**src/rtl/ppu_reg_pkg.sv**
```systemverilog
// Shared constants for the PPU B-bus register snooper: watched addresses,
// reset values and BG mode groupings.
package ppu_reg_pkg;

   localparam logic [7:0] ADDR_INIDISP = 8'h00;
   localparam logic [7:0] ADDR_BGMODE  = 8'h05;
   localparam logic [7:0] ADDR_M7SEL   = 8'h1A;
   localparam logic [7:0] ADDR_SETINI  = 8'h33;

   localparam logic [3:0] BRIGHT_RST = 4'hF;

   localparam logic [2:0] BGMODE_5 = 3'd5;
   localparam logic [2:0] BGMODE_6 = 3'd6;
   localparam logic [2:0] BGMODE_7 = 3'd7;

   typedef enum logic [1:0] {
      GRP_01234 = 2'd0,
      GRP_56    = 2'd1,
      GRP_7     = 2'd2
   } mode_grp_e;

   function automatic mode_grp_e mode_group(input logic [2:0] m);
      if (m == BGMODE_7)                     return GRP_7;
      else if (m == BGMODE_5 || m == BGMODE_6) return GRP_56;
      else                                   return GRP_01234;
   endfunction

   // Registers that count toward the per-frame write-activity counter.
   function automatic logic is_watched(input logic [7:0] a);
      return (a == ADDR_INIDISP) || (a == ADDR_BGMODE) ||
             (a == ADDR_M7SEL)   || (a == ADDR_SETINI);
   endfunction

endpackage

```
**src/rtl/bus_write_capture.sv**
```systemverilog
// PAWR synchronizer, address/data hold register and commit-edge detect.
// The preset-to-1 synchronizer keeps a reset release from faking a write.
module bus_write_capture #(
   parameter int SYNC_STAGES = 2
) (
   input  logic       clk,
   input  logic       rst,
   input  logic       pawr,
   input  logic [7:0] addr_in,
   input  logic [7:0] data_in,
   output logic       commit,
   output logic [7:0] addr,
   output logic [7:0] data
);

   logic [SYNC_STAGES-1:0] pawr_sync;
   logic                   pawr_q;
   logic                   pawr_s;

   assign pawr_s = pawr_sync[SYNC_STAGES-1];
   assign commit = pawr_s & ~pawr_q;

   always_ff @(posedge clk or posedge rst) begin
      if (rst) begin
         pawr_sync <= '1;
         pawr_q    <= 1'b1;
         addr      <= '0;
         data      <= '0;
      end else begin
         pawr_sync <= {pawr_sync[SYNC_STAGES-2:0], pawr};
         pawr_q    <= pawr_s;
         if (!pawr_s) begin
            addr <= addr_in;
            data <= data_in;
         end
      end
   end

endmodule

```
**src/rtl/ppu_reg_snoop.sv**
```systemverilog
// Passive PPU B-bus snooper: decodes INIDISP/BGMODE/M7SEL/SETINI into clean
// MCLK-domain video state, DAC clock select and a per-frame write counter.
module ppu_reg_snoop
   import ppu_reg_pkg::*;
#(
   parameter int SYNC_STAGES     = 2,
   parameter int CNT_W           = 8,
   parameter bit HIRES_AT_HBLANK = 1'b1
) (
   input  logic             MCLK,
   input  logic             RESETI,
   input  logic             PAWR,
   input  logic [7:0]       PADDRESS,
   input  logic [7:0]       DATA,
   input  logic             HBLANK,
   input  logic             VBLANK,
   output logic [3:0]       BRIGHTNESS,
   output logic             FBLANK,
   output logic [2:0]       BGMODE,
   output logic             MODE01234,
   output logic             MODE56,
   output logic             MODE7,
   output logic             SCREEN_OVER,
   output logic             OVER,
   output logic             PSEUDOHIRES,
   output logic             INTERLACE,
   output logic             HIRES_SEL,
   output logic             WR_STROBE,
   output logic [7:0]       WR_ADDR,
   output logic [7:0]       WR_DATA,
   output logic [CNT_W-1:0] FRAME_WRITES
);

   logic       commit;
   logic [7:0] cap_addr, cap_data;

   bus_write_capture #(.SYNC_STAGES(SYNC_STAGES)) u_cap (
      .clk     (MCLK),
      .rst     (RESETI),
      .pawr    (PAWR),
      .addr_in (PADDRESS),
      .data_in (DATA),
      .commit  (commit),
      .addr    (cap_addr),
      .data    (cap_data)
   );

   logic [SYNC_STAGES-1:0] hb_sync, vb_sync;
   logic                   hb_q, vb_q;
   logic                   hb_rise, vb_rise;

   assign hb_rise = hb_sync[SYNC_STAGES-1] & ~hb_q;
   assign vb_rise = vb_sync[SYNC_STAGES-1] & ~vb_q;

   always_ff @(posedge MCLK or posedge RESETI) begin
      if (RESETI) begin
         hb_sync <= '0;
         vb_sync <= '0;
         hb_q    <= 1'b0;
         vb_q    <= 1'b0;
      end else begin
         hb_sync <= {hb_sync[SYNC_STAGES-2:0], HBLANK};
         vb_sync <= {vb_sync[SYNC_STAGES-2:0], VBLANK};
         hb_q    <= hb_sync[SYNC_STAGES-1];
         vb_q    <= vb_sync[SYNC_STAGES-1];
      end
   end

   always_ff @(posedge MCLK or posedge RESETI) begin
      if (RESETI) begin
         BRIGHTNESS  <= BRIGHT_RST;
         FBLANK      <= 1'b0;
         BGMODE      <= '0;
         MODE01234   <= 1'b1;
         MODE56      <= 1'b0;
         MODE7       <= 1'b0;
         SCREEN_OVER <= 1'b0;
         PSEUDOHIRES <= 1'b0;
         INTERLACE   <= 1'b0;
         WR_STROBE   <= 1'b0;
         WR_ADDR     <= '0;
         WR_DATA     <= '0;
      end else begin
         WR_STROBE <= commit;
         if (commit) begin
            WR_ADDR <= cap_addr;
            WR_DATA <= cap_data;
            case (cap_addr)
               ADDR_INIDISP: begin
                  BRIGHTNESS <= cap_data[3:0];
                  FBLANK     <= cap_data[7];
               end
               ADDR_BGMODE: begin
                  BGMODE    <= cap_data[2:0];
                  MODE01234 <= (mode_group(cap_data[2:0]) == GRP_01234);
                  MODE56    <= (mode_group(cap_data[2:0]) == GRP_56);
                  MODE7     <= (mode_group(cap_data[2:0]) == GRP_7);
               end
               ADDR_M7SEL:  SCREEN_OVER <= (cap_data[7:6] == 2'b10);
               ADDR_SETINI: begin
                  PSEUDOHIRES <= cap_data[3];
                  INTERLACE   <= cap_data[0];
               end
               default: ;
            endcase
         end
      end
   end

   logic hires_req;
   assign OVER      = MODE7 & SCREEN_OVER;
   assign hires_req = MODE56 | (PSEUDOHIRES & MODE01234);

   // Deferring to HBLANK keeps the DAC clock from switching mid-line.
   generate
      if (HIRES_AT_HBLANK) begin : g_hires_hb
         always_ff @(posedge MCLK or posedge RESETI) begin
            if (RESETI)       HIRES_SEL <= 1'b0;
            else if (hb_rise) HIRES_SEL <= hires_req;
         end
      end else begin : g_hires_imm
         assign HIRES_SEL = hires_req;
      end
   endgenerate

   logic [CNT_W-1:0] cnt;
   logic             count_wr;
   assign count_wr = commit & is_watched(cap_addr);

   // A commit coinciding with the VBLANK rise belongs to the new frame.
   always_ff @(posedge MCLK or posedge RESETI) begin
      if (RESETI) begin
         cnt          <= '0;
         FRAME_WRITES <= '0;
      end else if (vb_rise) begin
         FRAME_WRITES <= cnt;
         cnt          <= count_wr ? {{(CNT_W-1){1'b0}}, 1'b1} : '0;
      end else if (count_wr && cnt != '1) begin
         cnt <= cnt + 1'b1;
      end
   end

endmodule
```
**config.mk**
```make
export PLATFORM = sky130hd
export DESIGN_NAME = ppu_reg_snoop
export DESIGN_NICKNAME = d
export VERILOG_FILES = /design/src/rtl/ppu_reg_pkg.sv /design/src/rtl/bus_write_capture.sv /design/src/rtl/ppu_reg_snoop.sv
export SDC_FILE = /design/constraint.sdc
export NUM_CORES = 1
export LEC_CHECK = 0
export ABC_AREA = 1
export CAP_MARGIN = 20
export CORE_MARGIN = 8
export CORE_UTILIZATION = 54
export CTS_CLUSTER_SIZE = 24
export DETAILED_ROUTE_END_ITERATION = 16
export PLACE_DENSITY = 0.89
export SLEW_MARGIN = 15
export SYNTH_ARGS = -nofsm -noshare
export SYNTH_HDL_FRONTEND = slang
export SYNTH_SLANG_ARGS = --single-unit
```
**constraint.sdc**
```tcl
create_clock -name MCLK -period 3.4 [get_ports MCLK]
set_input_delay 0.34 -clock MCLK [delete_from_list [all_inputs] [get_ports MCLK]]
set_output_delay 0.34 -clock MCLK [all_outputs]
set_load 0.005 [all_outputs]
```
==> results.toml, run 1 <==
[sta]
slew_violations = 0
finalCritPeriodShare_pct = 58.4
hold_viol = 0
slew_headroom_pct = 47.3
max_freq_mhz = 504
finClkSkew_ns = 0.0102
rsz0062_at_grt = "false"
period_minus_slack_ns = 1.99
finalSetupViolations = 0
tns_ns = 0
worst_pin_slew_ns = 0.787

[grt]
grt_first_pass_wirelength_mm = 10.9
track_usage_pct = 16.5
grt_pass1_vias = 2412
overflow = 0
antenna_found_initial = 0
grt_max_degree = 40

[power_and_ir_drop]
ir_worst_vdd_v = 0.000278
pwr-share-comb_pct = 15.7
p_sw_share_pct = 25.6
p_seq_share_pct = 51.6
powerDensity_nw_per_um2 = 522
p_int_w = 0.00149
clockPowerShare_pct = 32.8
p_leak_nw = 1.79
netSwitchingPower_w = 0.000511

[floorplanning]
die_h_um = 90.1
die_w_um = 90.1
start_util_pct = 54.9
num_rows = 27
die-area_um2 = 8120
core_um2 = 5410
ios = 62

[synthesis]
postSynthAreaPerCell_um2 = 9.15
synth-compound-area-share_pct = 8.10
synthSimpleGateAreaFrac_pct = 23.6
yosysUniqueCellTypes = 26
synthAdderAreaFrac_pct = 0.422
syn_nets = 346
synth_top_family_by_area = "simple AND/OR/NAND/NOR gates"
synth_warnings = 0
synthesis.area_um2 = 2970
ys_seq_area_share_pct = 61.9
ys_ff_latch = 73
synth_mux_area_share_pct = 0
synth_cells = 324
synth_xor_xnor_area_share_pct = 0.886

[final_layout]
fillCellCount = 406
final_common_cell = "nand2_1"
diodes = 0
area_delta_synth_final_pct = 29.2
num-nets-final = 410
instances_no_fill = 465
drive_gt1_share_pct = 9.41
mostFrequentLayoutCells = "nand2_1, dfrtp_1, clkdlybuf4s50_1, o21ai_1, nor2_1"

[critical_path]
crit_family = "simple AND/OR/NAND/NOR gates"
cp_slowest_cell = "nor2_1"
worstSetupStartpointType = "register"
path_class = "reg2reg"
critPathBufInv = 2
max_stage_delay_ns = 0.59
path_cells = "inv_1, nor2_1, inv_1, nand2_4, nand2_1, nand2_1"
critical_path_required_ns = 3.68
worstSetupEndpointType = "register"
crit_fanout = 22
worstPathArrival_ns = 2.26
ff2ff_setup_slack_ns = 1.41

[route]
drt_wl_total_mm = 6.33
detail_route.wl_per_cell_um = 13.6
drc = 0
avgViaCountPerCell = 5.02
drt_iter0_drc = 155
antenna_left = 0
vias = 2336
drt_pass1_iterations = 4

[hold_path]
min_path_type = "reg2reg"

[cts]
hold_buffers = 0
cts_buffers = 9
cts_buffer_depth = 2
post-cts-setup-buffer-count = 0
clock_sinks = 73
root_buffer = "clkbuf_8"
cts_resized = 0
cts_tree = "yes"
clock_latency_ns = 0.35
clk_pin_slew_ns = 0.07
cts-htree-levels = 3

[place]
gp_congestion = 0.803
io_buffers = 61
dpl.hpwl_mm = 4.49
placed_cells = 449

[run_status]
outcome = "finished clean"

[flow_run]
maxCapViolations = 0
## layout make-up
cell class / count / area, um^2 / area share [%]
clock buffer: 13 / 149 / 3.89
clock inverter: 3 / 40.0 / 1.05
inverter: 28 / 105 / 2.74
multi-input combinational: 214 / 978 / 25.5
sequential: 73 / 1840 / 48.0
tap: 72 / 90.1 / 2.35
timing repair buffer: 62 / 631 / 16.5
## logic make-up (layout without fill, tap and decap cells)
kind of cell,Yosys count,in the layout
AOI/OAI and AO/OA,46,46
xor gates and xnor gates,3,3
adders and majority gates,1,1
buffers and inverters,37,106
DFF,73,73
and+or+nand+nor,164,164
## worst reg2reg max path, cell delays in order (launching register included)
cell,delay (ns)
dfrtp_1,0.35
inv_1,0.04
nor2_1,0.59
inv_1,0.54
nand2_4,0.26
nand2_1,0.08
nand2_1,0.06
## path summary, 6_finish.rpt
path	start	end	cells after the start
worst min-delay path	vb_sync[0]$_DFF_PP0_	vb_sync[1]$_DFF_PP0_	0
min in group asynchronous	RESETI	cnt[3]$_DFFE_PP0P_	2
worst max register to register	vb_sync[1]$_DFF_PP0_	cnt[3]$_DFFE_PP0P_	6
worst max-delay path	vb_sync[1]$_DFF_PP0_	cnt[3]$_DFFE_PP0P_	6
worst min register to register	vb_sync[0]$_DFF_PP0_	vb_sync[1]$_DFF_PP0_	0
max in group asynchronous	RESETI	BRIGHTNESS[3]$_DFFE_PP1P_	3
## Yosys cell counts (all sizes together)
cell      n  area, um^2
nor4      1        6.26
a21oi     3        15.0
dfrtp    65        1630
nor3      1        5.00
inv      25        93.8
clkinv    3        11.3
a211oi    1        7.51
o31ai     1        12.5
nand2   120         465
dfstp     8         210
nor2     26         123
clkbuf    5        18.8
xor2      3        26.3
o21ai    41         205
buf       4        26.3
ha        1        12.5
nand4     1        12.5
nand3    15        87.6
## routing by layer
| layer | vias to the layer above | share of wire (%) | track usage, % |
|---|---|---|---|
| li1 | 1152 | - | - |
| met1 | 1116 | 44 | 19.6 |
| met2 | 58 | 49 | 26.5 |
| met3 | 10 | 4.9 | 4.66 |
| met4 | 0 | 2.2 | 9.02 |
| met5 | - | 0 | 0 |
## power by group through the flow
| stage | registers [W] | clock network, W | logic, W |
|---|---|---|---|
| 2_1_floorplan | 0.00104 | 0 | 0.000143 |
| 3_3_place_gp | 0.00104 | 0 | 0.000305 |
| 3_5_place_dp | 0.00104 | 0 | 0.000317 |
| 4_1_cts | 0.00103 | 0.000672 | 0.000320 |
| 5_1_grt | 0.00104 | 0.000702 | 0.000350 |
| 6_report | 0.00103 | 0.000655 | 0.000314 |
## per-stage QoR
step	area (um^2)	hold WS, ns	setup WS, ns	util, %	power (W)
final	3830	0.354	1.41	70.9	0.00200
after global routing	3830	0.362	1.19	70.9	0.00209
after CTS	3830	0.352	1.40	70.9	0.00202
after detailed placement	3640	0.346	1.44	67.4	0.00136
after global placement	3640	0.336	1.59	67.4	0.00134
after floorplan	2970	0.331	1.22	-	0.00118
## state kept, by name (all words and copies together), names as in the netlist, 2 cells and up
name and count:
FRAME_WRITES 8, WR_DATA 8, vb_sync 2, WR_ADDR 8
cnt 8, u_cap.data 8, u_cap.pawr_sync 2, BRIGHTNESS 4
u_cap.addr 8, hb_sync 2, BGMODE 3
Power figures use the tool's default switching activity.
==> inputs of run 2 (changes only) <==
- CORE_UTILIZATION: 54 -> 50
- PLACE_DENSITY: 0.89 -> 0.83
- clock period: 3.4 -> 2.05 ns (I/O delays scaled with it)
==> results.toml, run 2 (same netlist as run 1, synthesis figures left out) <==
[cts]
cts_buffer_depth = 2
clock_sinks = 73
cts-htree-levels = 3
post-cts-setup-buffer-count = 0
cts_tree = "yes"
hold_buffers = 0
clk_pin_slew_ns = 0.09
cts_buffers = 9
root_buffer = "clkbuf_8"
cts_resized = 0
clock_latency_ns = 0.35

[power_and_ir_drop]
p_leak_nw = 1.81
powerDensity_nw_per_um2 = 873
ir_worst_vdd_v = 0.000479

[route]
antenna_left = 0
drt_pass1_iterations = 5
detail_route.wl_per_cell_um = 13.5
maxUsedRoutingLayer = "met4"
met2_wirelength_mm = 3.09
drt_iter0_drc = 118
vias = 2288
drc = 0
met3_length_um = 411
avgViaCountPerCell = 4.86
wl_met1_mm = 2.75
drt_wl_total_mm = 6.36

[floorplanning]
die_h_um = 93.0
die_w_um = 93.0
start_util_pct = 51.0
die-area_um2 = 8650
num_rows = 28
ios = 62
core_um2 = 5820

[sta]
finalCritPeriodShare_pct = 87.2
finClkSkew_ns = 0.0106
tns_ns = 0
hold_viol = 0
rsz0062_at_grt = "false"
max_freq_mhz = 560
worst_pin_slew_ns = 0.518
finalSetupViolations = 0
slew_headroom_pct = 65.4
layout_setup_ws_ns = 0.263
slew_violations = 0
period_minus_slack_ns = 1.79

[flow_run]
maxCapViolations = 0

[final_layout]
multiInputGateArea_um2 = 978
diodes = 0
final_common_cell = "nand2_1"
mostFrequentLayoutCells = "nand2_1, dfrtp_1, clkdlybuf4s50_1, o21ai_1, nor2_1"
area_delta_synth_final_pct = 31.1
drive_gt1_share_pct = 10.9
ff_latch_area_um2 = 1840
fillCellCount = 466
post-route-util_pct = 66.8
num-nets-final = 413

[grt]
antenna_found_initial = 0
grt_max_degree = 29
grt_first_pass_wirelength_mm = 10.9
track_usage_pct = 16.1
overflow = 0
grt_pass1_vias = 2330

[hold_path]
min_path_type = "in2async"

[critical_path]
rr_startpoint = "u_cap.pawr_sync[1]$_DFF_PP1_"
endpoint = "MODE7$_DFFE_PP0P_"
worstSetupEndpointType = "register"
critical_path_required_ns = 2.29
r2r.worst_path.cells = 5
worstPathArrival_ns = 2.02
cp-startpoint = "u_cap.pawr_sync[1]$_DFF_PP1_"
worstReg2RegEnd = "MODE7$_DFFE_PP0P_"
worstSetupStartpointType = "register"
crit_fanout = 28
path_class = "reg2reg"
ff2ff_setup_slack_ns = 0.26

[place]
dpl.hpwl_mm = 4.61
gp_congestion = 0.812
dp_slack_ns = 0.261
io_buffers = 61

[run_status]
outcome = "finished clean"
[run 2: worst min-delay path by stage]
stage | from | end | slack (ns) | cells after the start
after global routing | RESETI | hb_sync[1]$_DFF_PP0_ | 0.22 | 2
after global placement | vb_sync[0]$_DFF_PP0_ | vb_sync[1]$_DFF_PP0_ | 0.33 | 0
after floorplan | PAWR | u_cap.pawr_sync[0]$_DFF_PP1_ | 0.21 | 0
after detailed placement | vb_sync[0]$_DFF_PP0_ | vb_sync[1]$_DFF_PP0_ | 0.33 | 0
after CTS | RESETI | hb_sync[1]$_DFF_PP0_ | 0.20 | 2
final | RESETI | hb_sync[1]$_DFF_PP0_ | 0.20 | 2
[run 2: cell type report]
class                      count  area share [%]
clock buffer                   9            3.19
clock inverter                 7            2.16
inverter                      28            2.70
multi-input combinational    214            25.2
sequential                    73            47.2
tap                           75            2.41
timing repair buffer          65            17.1
[run 2: where the power goes]
part / switching, W / internal [W]
registers: 0.000106 / 0.00160
clock network: 0.000581 / 0.000585
logic: 0.000242 / 0.000283
total: 0.000929 / 0.00246
[run 2: metrics by stage]
step | cell area [um^2] | power (W) | hold WS [ns] | std cells
floorplan | 2970 | 0.00196 | 0.209 | 324
global placement | 3680 | 0.00224 | 0.334 | 455
detailed placement | 3680 | 0.00227 | 0.335 | 455
CTS | 3890 | 0.00344 | 0.201 | 471
global route | 3890 | 0.00356 | 0.217 | 471
finish | 3890 | 0.00339 | 0.197 | 471
[run 2: critical path: stages (launching register included)]
cell and delay [ns]:
dfstp_2 0.59, inv_2 0.19, nor2_4 0.34, nand2_1 0.32, nand2_1 0.15, o21ai_1 0.07
[run 2: metal layers]
metal  GRT usage [%]  vias to the layer above
met5               0                        -
met4            6.44                        0
met3            5.93                       10
met2            26.2                       64
met1            18.8                     1060
li1                -                     1154
==> inputs of run 3 (changes only) <==
- CORE_UTILIZATION: 50 -> 51
- GPL_TIMING_DRIVEN: default -> 0
- PLACE_DENSITY: 0.83 -> 0.85
- SYNTH_HIERARCHICAL: default -> 1
==> results.toml, run 3 <==
[route]
drc = 0
avgViaCountPerCell = 4.85
vias = 2353
antenna_left = 0
drt_wl_total_mm = 6.29
detail_route.wl_per_cell_um = 13.0
drt_pass1_iterations = 4
drt_iter0_drc = 115

[floorplanning]
start_util_pct = 51.6
ios = 62
die-area_um2 = 8590
die_w_um = 92.7
die_h_um = 92.7
core_um2 = 5820
num_rows = 28

[power_and_ir_drop]
p_seq_share_pct = 51.3
p_leak_nw = 1.90
clockPowerShare_pct = 33.1
netSwitchingPower_w = 0.000868
p_sw_share_pct = 26.0
ir_worst_vdd_v = 0.000484
power_w = 0.00334
pwr-share-comb_pct = 15.6
powerDensity_nw_per_um2 = 853
p_int_w = 0.00248

[critical_path]
worstPathArrival_ns = 2.11
worstSetupEndpointType = "register"
path_class = "reg2reg"
path_cells = "buf_6, inv_8, buf_8, nor2_2, buf_2, nand2_2, nor2_1, o21ai_1, a21boi_0"
critical_path_required_ns = 2.32
max_stage_delay_ns = 0.54
crit_fanout = 10
worstSetupStartpointType = "register"
cp_slowest_cell = "dfstp_2"

[grt]
antenna_found_initial = 0
grt_max_degree = 38
overflow = 0
track_usage_pct = 15.5
grt_first_pass_wirelength_mm = 10.5
grt_pass1_vias = 2347

[flow_run]
maxCapViolations = 0

[synthesis]
syn_nets = 354
yosysUniqueCellTypes = 29
ys.flop_type = "dfrtp_1"
synthesis.area_um2 = 3000
async_flop_share_pct = 100
synth_warnings = 6
ys_ff_latch = 73
postSynthAreaPerCell_um2 = 9.03
synth_cells = 332
yosys.area.top_type = "dfrtp_1"
synth_edf_count = 0
yosys-top-cells-count = "nand2_1, dfrtp_1, nor2_1"
yosys.area.top_type_share_pct = 54.2
ys_seq_area_share_pct = 61.2
synth_area_leaders = "dfrtp_1, nand2_1, dfstp_2"
synth_most_common_cell = "nand2_1"

[cts]
hold_buffers = 0
cts-htree-levels = 3
cts_resized = 0
clock_sinks = 73
post-cts-setup-buffer-count = 0
cts_buffer_depth = 2
cts_tree = "yes"
clock_latency_ns = 0.35
clk_pin_slew_ns = 0.08
root_buffer = "clkbuf_8"
cts_buffers = 9

[sta]
finalSetupViolations = 0
slew_headroom_pct = 54.5
worst_pin_slew_ns = 0.681
finalCritPeriodShare_pct = 89.9
finClkSkew_ns = 0.0110
max_freq_mhz = 543
slew_violations = 0
layout_setup_ws_ns = 0.207
rsz0062_at_grt = "false"
hold_viol = 0
period_minus_slack_ns = 1.84

[place]
io_buffers = 61
gp_congestion = 0.824
dp_slack_ns = 0.229
dpl.hpwl_mm = 4.66

[final_layout]
diodes = 0
fillCellCount = 494
drive_gt1_share_pct = 10.7
mostFrequentLayoutCells = "nand2_1, dfrtp_1, clkdlybuf4s50_1, nor2_1, inv_1"
final_common_cell = "nand2_1"
area_delta_synth_final_pct = 30.7
num-nets-final = 427

[run_status]
outcome = "finished clean"

[hold_path]
min_path_type = "in2async"
[run 3: cell count changes after synthesis, sizes merged, moves of 2 or more]
cell    before  now
nand2      120  149
o21ai       41   21
nand3       15   12
clkinv       3    1
nor2        26   30
inv         25   23
[run 3: final cells by class]
| cell class | count | area, um^2 | share of cell area [%] |
|---|---|---|---|
| inverters | 24 | 97.6 | 2.49 |
| repair buffers | 62 | 631 | 16.1 |
| clock inverters | 5 | 55.1 | 1.40 |
| well taps | 75 | 93.8 | 2.39 |
| plain buffers | 10 | 68.8 | 1.76 |
| multi-input cells | 225 | 996 | 25.4 |
| flip-flops and latches | 73 | 1840 | 46.9 |
| clock buffers | 11 | 141 | 3.61 |
[run 3: kinds of logic after synthesis]
kind of cell,count (synthesis),synth area share (%)
XOR/XNOR,5,1.46
flip-flops,73,61.2
buffers and inverters,34,5.55
AND/OR/NAND/NOR,193,26.6
AO/OA/AOI/OAI,26,4.71
adder cells (fa/ha/maj),1,0.417
[run 3: final timing paths]
check | start | slack [ns] | cells past startpoint | endpoint
worst min-delay path | RESETI | 0.18 | 2 | MODE7$_DFFE_PP0P_
worst min register to register | vb_sync[0]$_DFF_PP0_ | 0.35 | 0 | vb_sync[1]$_DFF_PP0_
max in group asynchronous | RESETI | 1.28 | 3 | BRIGHTNESS[0]$_DFFE_PP1P_
worst max register to register | u_cap/pawr_sync[1]$_DFF_PP1_ | 0.21 | 9 | MODE01234$_DFFE_PP1P_
worst max-delay path | u_cap/pawr_sync[1]$_DFF_PP1_ | 0.21 | 9 | MODE01234$_DFFE_PP1P_
min in group MCLK | PAWR | 0.26 | 1 | u_cap/pawr_sync[0]$_DFF_PP1_
[run 3: per-layer routing]
metal  track usage (%)  routed length, um  part of all wire (%)  up-vias
met5                 0                  0                     0        -
li1                  -                  -                     -     1173
met2              25.1               3050                    48       64
met3              3.56                380                   6.0       17
met1              18.3               2720                    43     1099
met4              9.93                148                   2.4        0
[run 3: metrics by stage]
stage          TNS [ns]  area, um^2  std cells  hold WS (ns)  utilization, %
2_1_floorplan         0        3000        332         0.154               -
3_3_place_gp     -19.73        3700        468         0.333            63.7
3_5_place_dp          0        3720        469         0.336            64.0
4_1_cts               0        3920        485         0.187            67.4
5_1_grt               0        3920        485         0.229            67.4
6_report              0        3920        485         0.185            67.4
[run 3: worst max-delay path: cells and delay by family, from the launching register on]
| family | cells | cell delay [ns] |
|---|---|---|
| flops | 1 | 0.54 |
| buf+inv | 4 | 0.53 |
| compound gates | 2 | 0.27 |
| simple gates | 3 | 0.40 |
[run 3: power by group through the flow]
stage          clock network [W]  registers [W]  logic [W]
3_5_place_dp                   0        0.00174   0.000527
5_1_grt                  0.00119        0.00173   0.000583
2_1_floorplan                  0        0.00172   0.000235
3_3_place_gp                   0        0.00173   0.000507
6_report                 0.00111        0.00171   0.000521
4_1_cts                  0.00113        0.00171   0.000532
==> RTL edit 1, RTL diff (flow settings as in run 3) <==
Change the parameter `HIRES_AT_HBLANK` from 1'b1 to 1'b0.
--- a/src/rtl/ppu_reg_snoop.sv
+++ b/src/rtl/ppu_reg_snoop.sv
@@ -6,5 +6,5 @@
    parameter int SYNC_STAGES     = 2,
    parameter int CNT_W           = 8,
-   parameter bit HIRES_AT_HBLANK = 1'b1
+   parameter bit HIRES_AT_HBLANK = 1'b0
 ) (
    input  logic             MCLK,
Behaviour: not the same (a bounded check fails within 10 cycles, from zero or initial values and one cycle with RESETI high).
==> RTL edit 1 against run 3 <==
  * Power shrank 2.8%
  * Worst setup slack gained 0.061 ns
  * Sequential cell count shrank 4
  * Wire length grew 2.2%
  * Via count shrank 1.4%
  * Cell area shrank 1.9%
  * Die area shrank 1.7%
  * Largest cell class unchanged
  * Area after synthesis shrank 2.1%
==> RTL edit 1: results (changes against run 3) <==
[min_path]
hold_path_class = input pin to asynchronous set/reset pin

[routing]
vias_per_cell = 4.88  ; +0.51%
drt_iter0_drc = 98  ; -15%
dr.pass1.iters = 4  ; unchanged
wl_per_cell_microns = 13.5  ; +4.1%
wl_mm = 6.43  ; +2.2%

[power_and_ir_drop]
ir_drop_mv = 0.480  ; -0.65%
leakage_nw = 1.85  ; -2.4%

[placement]
place_congestion = 0.806  ; -2.1%
dp_hpwl_mm = 4.76  ; +2.2%
port_buffers = 60  ; -1.6%
placed_area_sq_um = 3650  ; -2.0%
placedCellCount = 460  ; -1.9%

[logic_synthesis]
synthAdderAreaFrac_pct = 0.426  ; +0.0089 points
synth_nets = 349  ; -1.4%
ys_seq_area_share_pct = 59.1  ; -2.1 points
yosys-top-cells-area = dfrtp_1, nand2_1, dfstp_2
ys.warnings.count = 6  ; unchanged
ys_types = 26  ; -10%
muxShareOfSynthArea_pct = 0  ; unchanged
netlist_instances = 327  ; -1.5%
synthXorXnorAreaFrac_pct = 1.19  ; -0.27 points
synth_flop_cell = dfrtp_1
synth_common_cells = nand2_1, dfrtp_1, o21ai_1
synth-compound-area-share_pct = 4.43  ; -0.28 points
ys_async_sr_fraction_pct = 100  ; unchanged

[setup_path]
slowest_stage = dfstp_2
reg2reg_slack_ns = 0.27  ; +0.06 ns
cp.arrival_ns = 2.05  ; -0.06 ns
r2r_start = u_cap/pawr_sync[1]$_DFF_PP1_
cp_max_fo = 10  ; unchanged
cp_top_family = buffers and inverters
worstRegToRegCells = 8  ; -1
r2r-end = WR_DATA[6]$_DFFE_PP0P_
crit_type = flip-flop to flip-flop
cpPeakStageDelay_ns = 0.54  ; about the same

[finish]
diodes = 0  ; unchanged
fin_nets = 421  ; -1.4%
drive_above_1_share_pct = 12.4  ; +1.6 points

[grt]
grt_max_degree = 40  ; +5.3%
grt_first_pass_wirelength_mm = 11.4  ; +9.1%
antenna_found_initial = 0  ; unchanged
grt_pass1_vias = 2505  ; +6.7%
groute.usage.overall_pct = 16.6  ; +1.1 points

[clock_network]
clock_latency_ns = 0.34
post-cts-setup-buffers = 0  ; unchanged
clockBufferDepth = 2  ; unchanged
cts_resized = 0  ; unchanged
htreeDepth = 3  ; unchanged
cts_root_buffer = clkbuf_8
clkTransAtPathRegs_ns = 0.07
cts_buffers = 9  ; unchanged

[timing]
worst_pin_slew_ns = 0.708  ; +0.0267 ns
clock_skew_ns = 0.00928  ; -0.00171 ns

[run_status]
outcome = complete, no violations

RTL edit 1: report_power, final:
part	switching, mW	leakage [nW]	internal, mW
clock	0.461	0.0979	0.631
combinational	0.245	0.887	0.285
sequential	0.112	0.868	1.51
RTL edit 1: logic make-up after synthesis:
| group | after synthesis |
|---|---|
| flip-flops | 69 |
| AO/OA/AOI/OAI | 25 |
| adder cells (fa/ha/maj) | 1 |
| buffers and inverters | 34 |
| AND/OR/NAND/NOR | 194 |
| XOR/XNOR | 4 |
RTL edit 1: cell type report:
type                            instances  area [sq um]
Tap cell                               72          90.1
Timing Repair Buffer                   61           621
Multi-Input combinational cell        224          1030
Fill cell                             441          1700
Clock buffer                           15           166
Inverter                               24          97.6
Sequential cell                        69          1740
Buffer                                 10          73.8
Clock inverter                          1          30.0
RTL edit 1: per-layer routing:
| metal | up-vias | part of all wire [%] | GRT usage (%) |
|---|---|---|---|
| met1 | 1092 | 43 | 19.5 |
| met5 | - | 0 | 0 |
| li1 | 1157 | - | - |
| met3 | 14 | 4.5 | 4.16 |
| met4 | 0 | 2.3 | 8.99 |
| met2 | 58 | 50 | 27.4 |
RTL edit 1: how the worst max path moves through the flow:
stage,endpoint,slack (ns),depth (start not counted)
CTS,WR_DATA[6]$_DFFE_PP0P_,0.24,8
finish,WR_DATA[6]$_DFFE_PP0P_,0.27,8
floorplan,WR_DATA[6]$_DFFE_PP0P_,0.50,8
global route,WR_ADDR[0]$_DFFE_PP0P_,0.15,8
global placement,FRAME_WRITES[3]$_DFFE_PP0P_,-0.28,2
detailed placement,WR_ADDR[7]$_DFFE_PP0P_,0.25,8
RTL edit 1: metrics by stage:
stage	hold WS [ns]	setup slack (ns)
floorplan	0.154	0.500
global placement	0.334	-0.282
detailed placement	0.337	0.250
CTS	0.154	0.241
global route	0.190	0.146
finish	0.155	0.268
==> RTL edit 2, RTL diff (flow settings as in run 3) <==
Without the edit above. Put one more register stage on the output `MODE01234`, with the module's reset. The value now appears one clock later. The other outputs are not delayed to match.
--- a/src/rtl/ppu_reg_snoop.sv
+++ b/src/rtl/ppu_reg_snoop.sv
@@ -31,4 +31,6 @@
    output logic [CNT_W-1:0] FRAME_WRITES
 );
+
+   logic MODE01234_s0;
 
    logic       commit;
@@ -72,5 +74,5 @@
          FBLANK      <= 1'b0;
          BGMODE      <= '0;
-         MODE01234   <= 1'b1;
+         MODE01234_s0 <= 1'b1;
          MODE56      <= 1'b0;
          MODE7       <= 1'b0;
@@ -93,5 +95,5 @@
                ADDR_BGMODE: begin
                   BGMODE    <= cap_data[2:0];
-                  MODE01234 <= (mode_group(cap_data[2:0]) == GRP_01234);
+                  MODE01234_s0 <= (mode_group(cap_data[2:0]) == GRP_01234);
                   MODE56    <= (mode_group(cap_data[2:0]) == GRP_56);
                   MODE7     <= (mode_group(cap_data[2:0]) == GRP_7);
@@ -110,5 +112,5 @@
    logic hires_req;
    assign OVER      = MODE7 & SCREEN_OVER;
-   assign hires_req = MODE56 | (PSEUDOHIRES & MODE01234);
+   assign hires_req = MODE56 | (PSEUDOHIRES & MODE01234_s0);
 
    // Deferring to HBLANK keeps the DAC clock from switching mid-line.
@@ -141,3 +143,11 @@
    end
 
+   always_ff @(posedge MCLK or posedge RESETI) begin
+      if (RESETI) begin
+         MODE01234 <= '0;
+      end else begin
+         MODE01234 <= MODE01234_s0;
+      end
+   end
+
 endmodule
Function: changed (a bounded check fails within 4 cycles, from zero or initial values and one cycle with RESETI high).
==> RTL edit 2 against run 3 <==
  * Worst setup slack worse by 0.016 ns
  * Sequential cell count up 1
  * Area after synthesis up 1.5%
  * Wire length up 5.0%
  * Via count up 0.55%
  * Clock skew down 0.0025 ns
  * Cell area up 0.57%
  * Count of clock-buffer cells in the layout up 3
  * Power down 2.4%
==> RTL edit 2: results (changes against run 3) <==
[power_and_ir_drop]
sw_frac_of_total_pct = 26.0  ; +0.068 points
comb_power_share_pct = 16.3  ; +0.7 points
clockPowerShare_pct = 30.5  ; -2.6 points
leakage_nw = 1.90  ; -0.13%
ir_drop_mv = 0.471  ; -2.6%

[grt]
grt_pass1_vias = 2395  ; +2.0%
use_met1_pct = 19.5  ; +1.2 points
grtUsageMet2_pct = 26.1  ; +1.0 points
antenna_found_initial = 0  ; unchanged
grt_max_degree = 39  ; +2.6%
grt_first_pass_wirelength_mm = 11.1  ; +5.4%
groute.usage.overall_pct = 16.1  ; +0.59 points
grt_use_met3_pct = 4.01  ; +0.45 points

[setup_path]
worstRegToRegCells = 8  ; -1
cp_top_family = buffers and inverters
cp.arrival_ns = 2.10
crit_path_end = WR_DATA[7]$_DFFE_PP0P_
cp_max_fo = 10  ; unchanged
reg2reg_slack_ns = 0.19  ; -0.02 ns

[routing]
dr.pass1.iters = 4  ; unchanged
met2_length_mm = 3.29  ; +7.8%
vias_per_cell = 4.85  ; about the same
top_layer = met4
wl_met1_mm = 2.85  ; +4.9%
wl_met3_microns = 341  ; -10%
drt_iter0_drc = 108  ; -6.1%
vias = 2366  ; +0.55%
wl_mm = 6.61  ; +5.0%

[finish]
drive_above_1_share_pct = 10.7  ; -0.078 points
fillCellCount = 451  ; -8.7%
fin_nets = 430  ; +0.70%

[run_status]
outcome = complete, no violations

[placement]
dp_hpwl_mm = 4.93  ; +5.8%
placedCellCount = 472  ; +0.64%
place_congestion = 0.848  ; +2.9%

[logic_synthesis]
synth-compound-area-share_pct = 5.02  ; +0.30 points
synth_common_cells = nand2_1, dfrtp_1, nor2_1
netlist_instances = 335  ; +0.90%
synthXorXnorAreaFrac_pct = 1.15  ; -0.31 points
ys_seq_area_share_pct = 61.2  ; about the same
muxShareOfSynthArea_pct = 0  ; unchanged
yosys-top-cells-area = dfrtp_1, nand2_1, dfstp_2
synth_nets = 357  ; +0.85%
ys_types = 28  ; -3.4%
ys.warnings.count = 6  ; unchanged
synthAdderAreaFrac_pct = 0.411  ; -0.0060 points

[timing]
slew_headroom_pct = 54.7  ; +0.21 points
tns_ns = 0  ; unchanged
clock_skew_ns = 0.00851  ; -0.00248 ns

[clock_network]
post-cts-setup-buffers = 0  ; unchanged
cts_buffers = 9  ; unchanged
clkTransAtPathRegs_ns = 0.08  ; about the same
htreeDepth = 3  ; unchanged
cts_root_buffer = clkbuf_8

[min_path]
hold_path_class = input pin to asynchronous set/reset pin

## RTL edit 2: metrics by stage
step | total power [mW] | instance area [sq um] | hold WS [ns] | setup WS (ns) | util [%]
after floorplan | 1.99 | 3040 | 0.154 | 0.489 | -
after global placement | 2.27 | 3750 | 0.333 | -0.513 | 64.1
after detailed placement | 2.30 | 3770 | 0.338 | 0.205 | 64.4
after CTS | 3.29 | 3940 | 0.208 | 0.185 | 67.4
after global routing | 3.43 | 3940 | 0.228 | 0.0609 | 67.4
final | 3.26 | 3940 | 0.203 | 0.191 | 67.4
## RTL edit 2: layout make-up
cell class	instances	area [sq um]	share of cell area, %
repair buffers	62	631	16.0
plain buffers	10	70.1	1.78
clock buffers	14	163	4.13
flip-flops and latches	74	1860	47.2
inverters	24	97.6	2.48
multi-input cells	227	1010	25.7
clock inverters	2	12.5	0.317
well taps	75	93.8	2.38
